<file path="src/rtl/ttl_div_pkg.sv">
// Shared state encodings and preset math for the TTL divider controller.
// Used by ttl_div_ctrl and, under TTL_DIV_CTRL_CHECK_EN, ttl_div_shadow.
package ttl_div_pkg;

    localparam logic [1:0] S_IDLE  = 2'd0;
    localparam logic [1:0] S_LOAD  = 2'd1;
    localparam logic [1:0] S_RUN   = 2'd2;
    localparam logic [1:0] S_DRAIN = 2'd3;

    // Count-up start value so the cascade reaches all-ones after n states.
    function automatic logic [31:0] preset_of(
        input logic [31:0] n,
        input int unsigned w
    );
        logic [32:0] full;
        full = (33'd1 << w) - {1'b0, n};
        return full[31:0];
    endfunction

endpackage

</file>
<file path="src/rtl/ttl_div_shadow.sv">
// Shadow counter mirroring the TTL cascade; flags any divergence (sticky).
// Built only when TTL_DIV_CTRL_CHECK_EN is defined.
module ttl_div_shadow
    import ttl_div_pkg::*;
#(
    parameter int W = 8
) (
    input  logic         clk,
    input  logic         rst,
    input  logic         load,
    input  logic         run,
    input  logic [W-1:0] preset,
    input  logic [W-1:0] ratio,
    input  logic [W-1:0] cnt_q,
    output logic         mismatch
);

    logic [W-1:0] sh_q, sh_d;
    logic         mm_q, mm_d;
    logic [W-1:0] last;

    assign last = W'(preset + ratio - W'(1));

    always_comb begin
        sh_d = sh_q;
        mm_d = mm_q;
        if (load) begin
            sh_d = preset;
        end else if (run) begin
            sh_d = (sh_q == last) ? preset : W'(sh_q + W'(1));
            if (cnt_q != sh_q) begin
                mm_d = 1'b1;
            end
        end
    end

    always_ff @(posedge clk) begin
        if (rst) begin
            sh_q <= '0;
            mm_q <= 1'b0;
        end else begin
            sh_q <= sh_d;
            mm_q <= mm_d;
        end
    end

    assign mismatch = mm_q;

endmodule

</file>
<file path="src/rtl/ttl_div_ctrl.sv">
// Controller driving a cascade of 74x161 counters as a programmable divider.
// Optional cascade checker enabled by macro TTL_DIV_CTRL_CHECK_EN.
module ttl_div_ctrl
    import ttl_div_pkg::*;
#(
    parameter  int N_STAGES = 2,
    localparam int W        = 4 * N_STAGES
) (
    input  logic         clk,
    input  logic         rst,
    input  logic         start,
    input  logic         stop,
    input  logic [W-1:0] div_n,
    input  logic [W-1:0] cnt_q,
    input  logic         cnt_tc,
    output logic         pe_n,
    output logic [W-1:0] p,
    output logic         cep,
    output logic         cet,
    output logic         out_pulse,
    output logic         out_sq,
    output logic         busy,
    output logic         err,
    output logic         mismatch
);

    logic [1:0]   state_q, state_d;
    logic [W-1:0] ratio_q, ratio_d;
    logic [W-1:0] preset_q, preset_d;
    logic         out_pulse_q, out_pulse_d;
    logic         out_sq_q, out_sq_d;
    logic         err_q, err_d;
    logic         stop_pend_q, stop_pend_d;
    logic         active;

    assign active = (state_q == S_RUN) || (state_q == S_DRAIN);

    always_comb begin
        state_d     = state_q;
        ratio_d     = ratio_q;
        preset_d    = preset_q;
        stop_pend_d = stop_pend_q;
        out_pulse_d = 1'b0;
        err_d       = 1'b0;
        unique case (state_q)
            S_IDLE: begin
                stop_pend_d = 1'b0;
                if (start) begin
                    if (div_n >= W'(2)) begin
                        ratio_d  = div_n;
                        preset_d = W'(preset_of(32'(div_n), W));
                        state_d  = S_LOAD;
                    end else begin
                        err_d = 1'b1;
                    end
                end
            end
            S_LOAD: begin
                stop_pend_d = stop;
                state_d     = S_RUN;
            end
            S_RUN: begin
                out_pulse_d = cnt_tc;
                if (stop || stop_pend_q) begin
                    state_d = S_DRAIN;
                end
            end
            default: begin
                out_pulse_d = cnt_tc;
                if (cnt_tc) begin
                    state_d = S_IDLE;
                end
            end
        endcase
        out_sq_d = out_sq_q ^ out_pulse_d;
    end

    always_ff @(posedge clk) begin
        if (rst) begin
            state_q     <= S_IDLE;
            ratio_q     <= '0;
            preset_q    <= '0;
            out_pulse_q <= 1'b0;
            out_sq_q    <= 1'b0;
            err_q       <= 1'b0;
            stop_pend_q <= 1'b0;
        end else begin
            state_q     <= state_d;
            ratio_q     <= ratio_d;
            preset_q    <= preset_d;
            out_pulse_q <= out_pulse_d;
            out_sq_q    <= out_sq_d;
            err_q       <= err_d;
            stop_pend_q <= stop_pend_d;
        end
    end

    // Reload is combinational on TC so the period has no dead cycle.
    assign pe_n      = active ? ~cnt_tc : (state_q != S_LOAD);
    assign p         = (state_q == S_IDLE) ? '0 : preset_q;
    assign cep       = active;
    assign cet       = active;
    assign busy      = (state_q != S_IDLE);
    assign out_pulse = out_pulse_q;
    assign out_sq    = out_sq_q;
    assign err       = err_q;

`ifdef TTL_DIV_CTRL_CHECK_EN
    ttl_div_shadow #(
        .W(W)
    ) u_shadow (
        .clk      (clk),
        .rst      (rst),
        .load     (state_q == S_LOAD),
        .run      (active),
        .preset   (preset_q),
        .ratio    (ratio_q),
        .cnt_q    (cnt_q),
        .mismatch (mismatch)
    );
`else
    logic chk_unused;
    assign chk_unused = ^{ratio_q, cnt_q};
    assign mismatch   = 1'b0;
`endif

endmodule

</file>
<file path="config.mk">
export PLATFORM = sky130hd
export DESIGN_NAME = ttl_div_ctrl
export DESIGN_NICKNAME = d
export VERILOG_FILES = /design/src/rtl/ttl_div_pkg.sv /design/src/rtl/ttl_div_shadow.sv /design/src/rtl/ttl_div_ctrl.sv
export SDC_FILE = /design/constraint.sdc
export NUM_CORES = 1
export LEC_CHECK = 0
export ABC_AREA = 1
export CORE_MARGIN = 5
export CORE_UTILIZATION = 47
export CTS_BUF_LIST = sky130_fd_sc_hd__clkbuf_2 sky130_fd_sc_hd__clkbuf_4 sky130_fd_sc_hd__clkbuf_8
export CTS_CLUSTER_SIZE = 12
export DETAILED_ROUTE_END_ITERATION = 8
export MAX_ROUTING_LAYER = met4
export PLACE_DENSITY = 0.87
export SYNTH_ARGS = -nofsm -noshare
export SYNTH_HDL_FRONTEND = slang
export SYNTH_SLANG_ARGS = --single-unit
</file>
<file path="constraint.sdc">
create_clock -name clk -period 2.75 [get_ports clk]
set_input_delay 0.55 -clock clk [delete_from_list [all_inputs] [get_ports clk]]
set_output_delay 0.55 -clock clk [all_outputs]
set_load 0.005 [all_outputs]
</file>
==> results of run 1 <==
## metal layers
layer,part of all wire (%),vias up,track usage (%)
met3,7.3,4,3.32
met4,1.1,0,7.66
met2,50,31,29.0
met5,0,-,-
li1,-,462,-
met1,42,395,17.7
## path summary, 6_finish.rpt
check           endpoint         from  depth (start not counted)
max                  cep   state_q[0]                          4
min          preset_q[2]  preset_q[2]                          2
max reg2reg   state_q[1]   state_q[0]                         10
min reg2reg  preset_q[2]  preset_q[2]                          2
## metrics by stage
stage                     area, um^2  util, %
after floorplan                  903        -
after global placement          1180     66.0
after detailed placement        1180     66.0
after CTS                       1210     68.1
after global routing            1210     68.1
final                           1210     68.1
## synthesized netlist by cell type (3+ instances only)
| cell type | number |
|---|---|
| a21oi_1 | 6 |
| dfxtp_1 | 14 |
| ha_1 | 6 |
| inv_1 | 22 |
| nand2_1 | 26 |
| nand3_1 | 7 |
| nor2_1 | 29 |
| xnor2_1 | 3 |
| xor2_1 | 3 |
## flip-flops by register name (all words and copies together) (netlist names)
| signal | count |
|---|---|
| out_pulse | 1 |
| err | 1 |
| state_q | 2 |
| stop_pend_q | 1 |
| out_sq | 1 |
| preset_q | 8 |
## logic make-up after synthesis
group | count (synthesis) | share of synthesized area (%)
buffers and inverters | 27 | 13.0
flip-flops | 14 | 31.0
AND/OR/NAND/NOR | 74 | 36.7
other | 1 | 0.415
XOR/XNOR | 6 | 5.82
AO/OA/AOI/OAI | 8 | 4.71
adder cells (fa/ha/maj) | 6 | 8.31
## worst max-delay path: stages, from the launching register on
cell and delay [ns]:
dfxtp_1 0.38, inv_1 0.11, ha_1 0.25, or2_2 0.32
clkdlybuf4s50_1 0.46
## where the power goes
part	internal [mW]	switching (mW)	total (mW)	leakage (nW)
clock	0.0805	0.0671	0.148	0.0210
sequential	0.255	0.0245	0.280	0.115
combinational	0.239	0.259	0.498	0.429
total	0.574	0.351	0.925	0.565
## cell type report
type / instances / area [um^2] / area share (%)
clock buffer: 4 / 36.3 / 2.99
inverter: 22 / 82.6 / 6.80
multi-input combinational: 95 / 505 / 41.6
sequential: 14 / 280 / 23.1
tap: 25 / 31.3 / 2.58
timing repair buffer: 28 / 278 / 22.9
==> impl_metrics.tcl, run 1 <==
set metrics [dict create \
    status "completed" \
    ys.flop_type "dfxtp_1" \
    yosysWarnings 0 \
    hold_viol 0 \
    fin_crit_sh_pct 85.4 \
    clk_pin_slew_ns 0.09 \
    synth_cells 136 \
    antenna_found_initial 0 \
    drt-total-wl_um 1960 \
    cts_resized 0 \
    cts_setup_buffers 0 \
    ys_ff_latch 14 \
    grt_pass1_vias 901 \
    instances_no_fill 188 \
    grt_remaining_overflow 0 \
    cts_buffer_depth 2 \
    cp.arrival_ns 1.80 \
    fin_crit_ns 2.35 \
    cellLeakagePower_nw 0.565 \
    cp-start-kind "flip-flop" \
    area_growth_pct 34.3 \
    postSynthNetCount 163 \
    synth_edf_count 0 \
    yosysSeqAreaShare_pct 31.0 \
    vias 892 \
    gp_congestion 0.861 \
    hold_buffers 0 \
    drt_iter0_drc 10 \
    required_ns 2.20 \
    initial_core_util_pct 50.7 \
    grt_pass1_wl_um 3460 \
    core_um2 1780 \
    first_pass_iters 4 \
    post-synth-top-area-cell "dfxtp_1" \
    hold_slack_ns 0.467 \
    grtUsageTotal_pct 16.6 \
    powerDensity_nw_per_um2 762 \
    max_freq_mhz 426 \
    clock_sinks 14 \
    grt_max_degree 18 \
    wire_per_inst_um 10.4 \
    syn-cell-area_um2 903 \
    layout-drive-gt1-share_pct 7.98 \
    hpwlAfterDp_um 1540 \
    skew_ns 0.00567 \
    rows 15 \
    drcViolationCount 0 \
    setup_viol 0 \
    slew_violations 0 \
    hp-class "flip-flop to flip-flop" \
    synth.avg_cell_area_um2 6.64 \
    worst_slack_ns 0.402 \
    cts_tree "done" \
    power.total_mw 0.925 \
    worstPathMaxFanout 4 \
    path_class "flip-flop to output port" \
    synth_area_leaders "dfxtp_1 31%, nor2_1 12%, nand2_1 11%, inv_1 9.1%, ha_1 8.3%" \
    yosys.cell_types.count 24 \
    cts-root-buf "clkbuf_4" \
    pre_cts_ws_ns 0.501 \
    clkLatencyLatePin_ns 0.28 \
    r2r_slack_ns 1.18 \
    ys_async_sr_fraction_pct 0 \
    ios 37 \
    diodes 0 \
    tns_ns 0 \
    layout.nets 191 \
    vdd_ir_drop_max_uv 673 \
    die_y_um 53.8 \
    final_common_cell "nor2_1" \
    viasPerCell 4.74 \
    die_w_um 53.8 \
    die_area_um2 2900 \
    cts_htree_levels 1 \
    cp-end-kind "output port" \
    numPortBuffers 27 \
    layout_common_cells "29 x nor2_1, 27 x clkdlybuf4s50_1, 26 x nand2_1, 22 x inv_1, 14 x dfxtp_1" \
    synth.top_cell.area_share_pct 31.0 \
    num-fill-cells 174 \
    rsz0062_at_grt "false" \
    cap_violations 0 \
    ant_nets 0 \
    numCtsBuffers 3 \
    dpl.cell_count 184 \
]
(Power assumes the default switching activity.)
==> run 2: changes to the inputs <==
--- a/config.mk
+++ b/config.mk
@@ -6,6 +6,7 @@
 export NUM_CORES = 1
 export LEC_CHECK = 0
 export ABC_AREA = 1
+export CAP_MARGIN = 25
 export CORE_MARGIN = 5
 export CORE_UTILIZATION = 47
 export CTS_BUF_LIST = sky130_fd_sc_hd__clkbuf_2 sky130_fd_sc_hd__clkbuf_4 sky130_fd_sc_hd__clkbuf_8
==> results of run 2 <==
Same layout as run 1: the final DEF is identical, and so are final timing and power.
==> run 3: changes to the inputs <==
--- a/config.mk
+++ b/config.mk
@@ -6,6 +6,7 @@
 export NUM_CORES = 1
 export LEC_CHECK = 0
 export ABC_AREA = 1
+export ABC_CLOCK_PERIOD_IN_PS = 2750
 export CAP_MARGIN = 25
 export CORE_MARGIN = 5
 export CORE_UTILIZATION = 47
==> results of run 3 <==
Same layout as run 1: the final DEF is identical, and so are final timing and power.
